<file path="config.mk">
export PLATFORM = sky130hd
export DESIGN_NAME = div
export DESIGN_NICKNAME = d
export VERILOG_FILES = /design/src/rtl/div_pkg.sv /design/src/rtl/div.sv
export SDC_FILE = /design/constraint.sdc
export NUM_CORES = 1
export LEC_CHECK = 0
export ABC_AREA = 1
export CORE_MARGIN = 3
export CORE_UTILIZATION = 55
export CTS_BUF_LIST = sky130_fd_sc_hd__clkbuf_4
export CTS_CLUSTER_DIAMETER = 200
export DETAILED_ROUTE_END_ITERATION = 10
export PLACE_DENSITY = 0.74
export SETUP_SLACK_MARGIN = 0.4
export SLEW_MARGIN = 20
export SYNTH_ARGS = -nofsm -noshare
export SYNTH_HDL_FRONTEND = slang
export SYNTH_SLANG_ARGS = --single-unit
</file>
<file path="constraint.sdc">
create_clock -name clk -period 10.1 [get_ports clk]
set_input_delay 1.01 -clock clk [delete_from_list [all_inputs] [get_ports clk]]
set_output_delay 1.01 -clock clk [all_outputs]
set_load 0.01 [all_outputs]
</file>
<file path="src/rtl/div_pkg.sv">
`default_nettype none
// ============================================================================
//  Module      : div_pkg
//  Description : Shared definitions for the iterative divider: FSM state
//                encoding, ready/start handshake constants, the EX-stage
//                aluop codes that select DIV/DIVU, and an operand magnitude
//                helper.
//  Revision    : 1.0 - initial release
// ============================================================================
package div_pkg;

  // Divider FSM state encoding
  typedef enum logic [1:0] {
    DIV_FREE    = 2'b00,
    DIV_BY_ZERO = 2'b01,
    DIV_ON      = 2'b10,
    DIV_END     = 2'b11
  } div_state_t;

  // Handshake constants shared with the EX stage
  localparam logic DIV_RESULT_READY     = 1'b1;
  localparam logic DIV_RESULT_NOT_READY = 1'b0;
  localparam logic DIV_START            = 1'b1;
  localparam logic DIV_STOP             = 1'b0;

  // aluop codes decoded by EX to raise start_i / signed_div_i
  localparam logic [7:0] EXE_DIV_OP  = 8'b0001_1010;
  localparam logic [7:0] EXE_DIVU_OP = 8'b0001_1011;

  // Number of shift-subtract iterations for a 32-bit quotient
  localparam logic [5:0] DIV_STEPS = 6'd32;

  // Magnitude of a 32-bit operand; only negates when the operation is signed.
  // 0x80000000 maps onto itself, which is the correct unsigned magnitude.
  function automatic logic [31:0] abs32(input logic [31:0] value,
                                        input logic        is_signed);
    if (is_signed && value[31]) begin
      return 32'd0 - value;
    end
    return value;
  endfunction

endpackage
`default_nettype wire

</file>
<file path="src/rtl/div.sv">
`default_nettype none
// ============================================================================
//  Module      : div
//  Description : Multi-cycle 32-bit restoring divider for the EX stage.
//                Signed (DIV) and unsigned (DIVU) division, 32 iterations
//                on a 65-bit working register, with divide-by-zero shortcut.
//                Optional build macro DIV_EARLY_OUT_EN: skips the iterations
//                when |dividend| < |divisor|.
//  Ports       : clk          - clock, rising edge
//                rst          - asynchronous active-high reset
//                signed_div_i - 1 = signed DIV, 0 = unsigned DIVU
//                opdata1_i    - dividend
//                opdata2_i    - divisor
//                start_i      - division request (hold until result taken)
//                annul_i      - abort (flush / exception), beats start_i
//                result_o     - {remainder, quotient}
//                ready_o      - result_o valid
//                stallreq_o   - pipeline stall request
//  Revision    : 1.0 - initial release
// ============================================================================
module div
  import div_pkg::*;
(
  input  logic        clk,
  input  logic        rst,
  input  logic        signed_div_i,
  input  logic [31:0] opdata1_i,
  input  logic [31:0] opdata2_i,
  input  logic        start_i,
  input  logic        annul_i,
  output logic [63:0] result_o,
  output logic        ready_o,
  output logic        stallreq_o
);

  // Counter value during the final iteration
  localparam logic [5:0] c_last_step = DIV_STEPS - 6'd1;

  div_state_t  r_state;
  logic [5:0]  r_cnt;
  // [64:32] partial remainder, [31:0] dividend bits shifting into quotient
  logic [64:0] r_work;
  logic [31:0] r_divisor;
  logic        r_neg_q;
  logic        r_neg_r;
`ifdef DIV_EARLY_OUT_EN
  logic        r_early;
  logic [31:0] r_dividend;
`endif

  logic [31:0] w_abs_a;
  logic [31:0] w_abs_b;
  logic [33:0] w_trial;
  logic [64:0] w_next;
  logic [31:0] w_quo;
  logic [31:0] w_rem;
  logic [31:0] w_quo_fix;
  logic [31:0] w_rem_fix;

  assign w_abs_a = abs32(opdata1_i, signed_div_i);
  assign w_abs_b = abs32(opdata2_i, signed_div_i);

  // One restoring step: shift left by one, then try to subtract the divisor
  // from the upper 33 bits. Bit 64 of the register is always zero between
  // steps, so the top bit of the 34-bit difference is a clean borrow flag.
  assign w_trial = r_work[64:31] - {2'b00, r_divisor};
  assign w_next  = w_trial[33] ? {r_work[63:0], 1'b0}
                               : {w_trial[32:0], r_work[30:0], 1'b1};

  assign w_quo     = w_next[31:0];
  assign w_rem     = w_next[63:32];
  assign w_quo_fix = r_neg_q ? (32'd0 - w_quo) : w_quo;
  assign w_rem_fix = r_neg_r ? (32'd0 - w_rem) : w_rem;

  assign stallreq_o = start_i & ~ready_o;

  always_ff @(posedge clk or posedge rst) begin
    if (rst) begin
      r_state    <= DIV_FREE;
      r_cnt      <= 6'd0;
      r_work     <= 65'd0;
      r_divisor  <= 32'd0;
      r_neg_q    <= 1'b0;
      r_neg_r    <= 1'b0;
      result_o   <= 64'd0;
      ready_o    <= DIV_RESULT_NOT_READY;
`ifdef DIV_EARLY_OUT_EN
      r_early    <= 1'b0;
      r_dividend <= 32'd0;
`endif
    end else if (annul_i) begin
      r_state  <= DIV_FREE;
      r_cnt    <= 6'd0;
      result_o <= 64'd0;
      ready_o  <= DIV_RESULT_NOT_READY;
    end else begin
      case (r_state)
        DIV_FREE: begin
          if (start_i == DIV_START) begin
            r_divisor <= w_abs_b;
            r_work    <= {33'd0, w_abs_a};
            r_cnt     <= 6'd0;
            // Quotient negative when signs differ; remainder follows dividend
            r_neg_q   <= signed_div_i & (opdata1_i[31] ^ opdata2_i[31]);
            r_neg_r   <= signed_div_i & opdata1_i[31];
`ifdef DIV_EARLY_OUT_EN
            r_dividend <= opdata1_i;
            r_early    <= (w_abs_a < w_abs_b);
`endif
            if (opdata2_i == 32'd0) begin
              r_state <= DIV_BY_ZERO;
            end else begin
              r_state <= DIV_ON;
            end
          end
        end

        DIV_BY_ZERO: begin
          r_state  <= DIV_END;
          result_o <= 64'd0;
          ready_o  <= DIV_RESULT_READY;
        end

        DIV_ON: begin
`ifdef DIV_EARLY_OUT_EN
          // Short path spends a single DIV_ON cycle so its result appears
          // with the same latency as the divide-by-zero path.
          if (r_early) begin
            r_state  <= DIV_END;
            result_o <= {r_dividend, 32'd0};
            ready_o  <= DIV_RESULT_READY;
            r_early  <= 1'b0;
          end else begin
`endif
            r_work <= w_next;
            r_cnt  <= r_cnt + 6'd1;
            if (r_cnt == c_last_step) begin
              r_state  <= DIV_END;
              result_o <= {w_rem_fix, w_quo_fix};
              ready_o  <= DIV_RESULT_READY;
            end
`ifdef DIV_EARLY_OUT_EN
          end
`endif
        end

        DIV_END: begin
          // Result stays on the bus until EX drops the request
          if (start_i == DIV_STOP) begin
            r_state  <= DIV_FREE;
            result_o <= 64'd0;
            ready_o  <= DIV_RESULT_NOT_READY;
          end
        end

        default: begin
          r_state <= DIV_FREE;
        end
      endcase
    end
  end

endmodule
`default_nettype wire
</file>
Word level (Yosys, flattened, before mapping):

Cells that the tools add are included.
Widths: inputs -> output; s select.

* bits in registers: 172
* output and inout port bits: 66
* input port bits: 69
* logic and storage cells: 68

* eq/ne operators: 8
* reduce and logical (&&, ||, !) cells: 12
* $add $sub $neg: 6
* multiplexer cells: 28
* bitwise gates (word level): 6

Operators with widths (count)
* $mux 32: 6
* $mux 64: 3
* $pmux 64 s3: 1
* $mux 65: 2
* $pmux 65 s2: 1
* $sub 1x32->32 const A: 4
* $sub 34x32->34: 1
* $logic_not 32->1: 1
* $mux 6: 2
* $pmux 6 s2: 1
* $reduce_and 3->1: 4
* $mux 2: 5
* $ne 3x3->1 const B: 3
* $pmux 2 s4: 1
* $add 6x1->6 const B: 1
* $eq 6x5->1 const B: 1
* $mux 1: 5
* $eq 2x2->1 const B: 2
* $reduce_bool 4->1: 1
* $and 1x1->1: 3
* $pmux 1 s3: 1
* $reduce_bool 3->1: 1
* $eq 2x1->1 const B: 1
* $logic_and 1x1->1: 2
* other kinds (6): 7

Depth between registers and ports, before layout:

* depth in word-level cells: 7
* depth in mapped cells: 31
* gate-level depth less buffers: 30

Worst setup path after synthesis:

No wires, ideal clock.

* path kind: register to register
* start: register r_work[51]
* end: register result_o[30]
* required time: 9978 ps
* arrival time: 3515 ps
* buffers on the path: 1
* slack: 6463 ps
* stages on the path, launching flop included: 28
* period minus slack after synthesis: 3637 ps
* setup time: 122 ps
* cells stage by stage: dfrtp_1 > ha_1 > nand2_1 > inv_1 > nand2_1 > nand2_1 > nand2_1 > nand2_2 > a21oi_4 > nand3_4 > nand2_4 > buf_4 > ha_1 > nand3_1 > nor3_2 > nand4_1 > inv_1 > nand2_1 > nor2_2 > nand2_1 > nor2_2 > nand3_1 > nor2_1 > nand2_1 > o21ai_0 > nand2_1 > nand2_1 > o21ai_1

* cells in the longest elaborated chain, start to end: 7

Ends and longest elaborated chain
* start: declaration: line div.sv:42 `logic [64:0] r_work;`
* start signal: assignment: line div.sv:101 `r_work <= {33'd0, w_abs_a};`
* start signal: assignment: line div.sv:135 `r_work <= w_next;`
* $sub 34x32->34: line div.sv:66 `assign w_trial = r_work[64:31] - {2'b00, r_divisor};`
* $mux 65: line div.sv:67 `assign w_next = w_trial[33] ? {r_work[63:0], 1'b0}`
* $sub 1x32->32: line div.sv:72 `assign w_quo_fix = r_neg_q ? (32'd0 - w_quo) : w_quo;`
* $mux 32: line div.sv:72
* $mux 64: line div.sv:137 `if (r_cnt == c_last_step) begin`
* $pmux 64 s3: line div.sv:97 `case (r_state)`
* $mux 64: line div.sv:91 `end else if (annul_i) begin`
* end signal: assignment: line div.sv:139 `result_o <= {w_rem_fix, w_quo_fix};`
* end: declaration: line div.sv:31 `output logic [63:0] result_o,`

No other way between the ends. The select of a mux whose other input is x is not followed.
A chain may end at the register's enable or synchronous reset.

Final worst setup path:

* start: register r_state[0]
* end: register r_cnt[5]

* cells in the longest elaborated chain, start to end: 3
* elaborated cells on any way between the ends: 7
* classes of those cells: 2 x eq/ne; 2 x mux; 3 x reduce/logical

Ends and longest elaborated chain
* start: declaration: line div.sv:39 `div_state_t r_state;`
* start signal: assignment: line div.sv:79 `r_state <= DIV_FREE;`
* start signal: assignment: line div.sv:92 `r_state <= DIV_FREE;`
* start signal: assignment: line div.sv:111 `r_state <= DIV_BY_ZERO;`
* $eq 2x2->1 or $logic_not 2->1 (tied branches): line div.sv:97
* $pmux 6 s2, or another cell as far along: line div.sv:97
* $mux 6 or $reduce_and 2->1 (tied branches)
* end signal: assignment: line div.sv:136 `r_cnt <= r_cnt + 6'd1;`
* end: declaration: line div.sv:40 `logic [5:0] r_cnt;`

Several ways; a longest one is shown, not always the timed one.

==> flow_metrics.py <==
metrics = {
    "clock_network": {
        "cts_tree": "built",
        "cts_buffers": 17,
        "cts_root_buf": "clkbuf_4",
        "clockBufferDepth": 2,
        "clock_sinks": 172,
        "cts_max_level": 4,
        "post_cts_resized": 0,
        "cts_setup_buffers": 0,
        "clk_pin_slew_worst_paths_ns": 0.17,
        "clk_latency_ns": 0.61,
        "postCtsHoldBufs": 0,
    },
    "global_route": {
        "grt_max_degree": 78,
        "grt_remaining_overflow": 0,
        "grt_pass1_wl_um": 67000,
        "antenna_found_initial": 1,
        "grt_usage_pct": 32.0,
        "grt_pass1_vias": 12900,
    },
    "die": {
        "dieArea_mm2": 0.0262,
        "top_level_ports": 135,
        "die_y_um": 162,
        "dieWidth_um": 162,
        "start_util_pct": 56.4,
        "rows": 56,
        "core-area_mm2": 0.0237,
    },
    "critical_path": {
        "arrival_ns": 5.60,
        "crit_type": "flop to flop",
        "setup.worst_path.start": "r_state[0]",
        "path_buf_inv": 4,
        "critPathMaxStageDelay_ns": 0.96,
        "worst_path_max_delay_cell": "clkinv_1",
        "critPathTopFamily": "buffers and inverters",
        "cp_data_required_time_ns": 10.57,
        "timing.rr.start": "r_state[0]",
        "startpoint_type": "flop",
        "endpoint_kind": "flop",
        "path_cells": "inv_1 > ha_1 > o21ai_0 > nor2_4 > buf_4 > inv_1 > nor2_1 > clkinv_1 > o32ai_1",
        "path_common_cell": "inv_1",
        "critical_path.max_fanout": 62,
    },
    "logic_synthesis": {
        "ys_seq_area_share_pct": 32.2,
        "synth_edf_count": 0,
        "yosys_warnings": 0,
        "synthCells": 2031,
        "syn_area_mm2": 0.0134,
        "avgSynthCellArea_um2": 6.58,
        "synth_cell_type_count": 50,
        "yosys_register_bits": 172,
        "ys_async_sr_fraction_pct": 100,
        "synth_fp_nets": 2141,
        "synthFlopType": "dfrtp_1",
    },
    "route": {
        "detail_route.wl_per_cell_um": 17.0,
        "ant_nets": 0,
        "dr_total_vias": 13800,
        "vias_per_cell": 5.61,
        "drcViolationCount": 0,
        "drt_iter0_markers": 1262,
        "wl_um": 42000,
        "firstDrtPassIters": 6,
    },
    "sta": {
        "rsz0062_at_grt": "no",
        "skew_ns": 0.0380,
        "fin_crit_sh_pct": 50.8,
        "final_max_slew_viol_count": 0,
        "setup_tns_ns": 0,
        "max_freq_mhz": 195,
        "final_hold_viol_count": 0,
        "period_minus_slack_ns": 5.13,
        "worst_slew_pin_slew_ns": 1.08,
        "slew_headroom_pct": 27.4,
        "setup_viol": 0,
    },
    "finish": {
        "final_nets": 2238,
        "final_layout_size_suffix_gt1_share_pct": 6.31,
        "area.growth.synth_to_final_pct": 13.5,
        "final_core_util_pct": 64.0,
    },
    "outcome": {
        "status": "complete, no violations",
    },
    "flow_run": {
        "cap_violations": 0,
    },
    "place": {
        "hpwl_um": 32400,
        "place_congestion": 0.947,
        "port_buffers": 134,
    },
    "hold_path": {
        "hp-class": "flop to flop",
        "holdCritStartpoint": "result_o[33]",
    },
}
==> metal layers <==
metal / vias to the layer above / routed length, um / track usage (%)
met3: 87 / 2820 / 4.64
met2: 553 / 19800 / 53.5
met1: 6430 / 18100 / 43.2
met5: - / 0 / 0
li1: 6735 / - / -
met4: 0 / 1210 / 9.93
==> final timing paths <==
kind	endpoint	slack, ns	cells past startpoint
worst min register to register	result_o[33]	0.50	2
worst max-delay path	r_cnt[5]	4.97	9
worst max register to register	r_cnt[5]	4.97	9
worst min-delay path	result_o[33]	0.50	2
min in group asynchronous	r_divisor[24]	0.79	2
max in group asynchronous	result_o[54]	7.61	4
==> cells in the final DEF (no fill, tap or decap), types with 7 or more instances in the layout <==
cell and n:
clkdlybuf4s50_1 134, dfrtp_1 172, o21ai_0 182, nor4_1 7, clkbuf_4 17, buf_4 8, nor3_1 22, nor2_1 184
nor2_2 15, ha_1 40, xnor2_1 19, nand2_1 601, nand3_1 149, inv_1 240, a21oi_1 77, nand2_2 39
nand4_1 19, o22ai_1 26, o21ai_1 18, o211ai_1 7, nand3b_1 16, xor2_1 51, or2_2 10
==> cell usage after synthesis (24+ instances only) <==
cell type  instances  area share (%)
o22ai_1           26             1.2
nor2_1           185             5.2
ha_1              40             3.7
a21oi_1           77             2.9
clkbuf_1          39             1.1
o21ai_0          182             6.8
nand2_1          602              17
xor2_1            51             3.3
dfrtp_1          172              32
nand3_1          149             5.6
inv_1            241             6.8
nand2_2           38             1.8
nor3_1            24            0.90
==> tightest hold or removal path, cell delays in order, from the launching register on <==
cell and delay, ns:
dfrtp_1 0.38, nand2_1 0.05, o21ai_0 0.06
==> stage by stage <==
stage               cell area (um^2)  hold slack, ns  setup WS (ns)  instances
floorplan                      13400           0.453           4.43       2031
global placement               14800           0.467           4.86       2428
detailed placement             14800           0.467           4.69       2428
CTS                            15100           0.510           5.05       2459
global route                   15200           0.526           4.52       2461
finish                         15200           0.505           4.97       2461
==> state kept, by name, indices dropped and copies added (netlist names) <==
register	cells
r_cnt	6
r_neg_q	1
ready_o	1
result_o	64
r_divisor	32
r_state	2
r_neg_r	1
r_work	65
==> cell families after synthesis <==
logic type / count (synthesis) / synth area share [%]
XOR/XNOR: 70 / 4.59
AND/OR/NAND/NOR: 1087 / 35.5
AO/OA/AOI/OAI: 346 / 14.2
buffers and inverters: 315 / 9.58
flip-flops: 172 / 32.2
adder cells (fa/ha/maj): 41 / 3.90
==> final cells by class <==
class                           instances  area, um^2
Clock inverter                         14         168
Inverter                              250         943
Multi-Input combinational cell       1544        7790
Sequential cell                       172        4300
Fill cell                            2317        8530
Clock buffer                           17         128
Timing Repair Buffer                  143        1410
Antenna cell                            2        5.00
Tap cell                              319         399
Power is left out: the tool's default activity adds up to more than one toggle a clock period on the data nets, which glitch-free logic cannot reach.
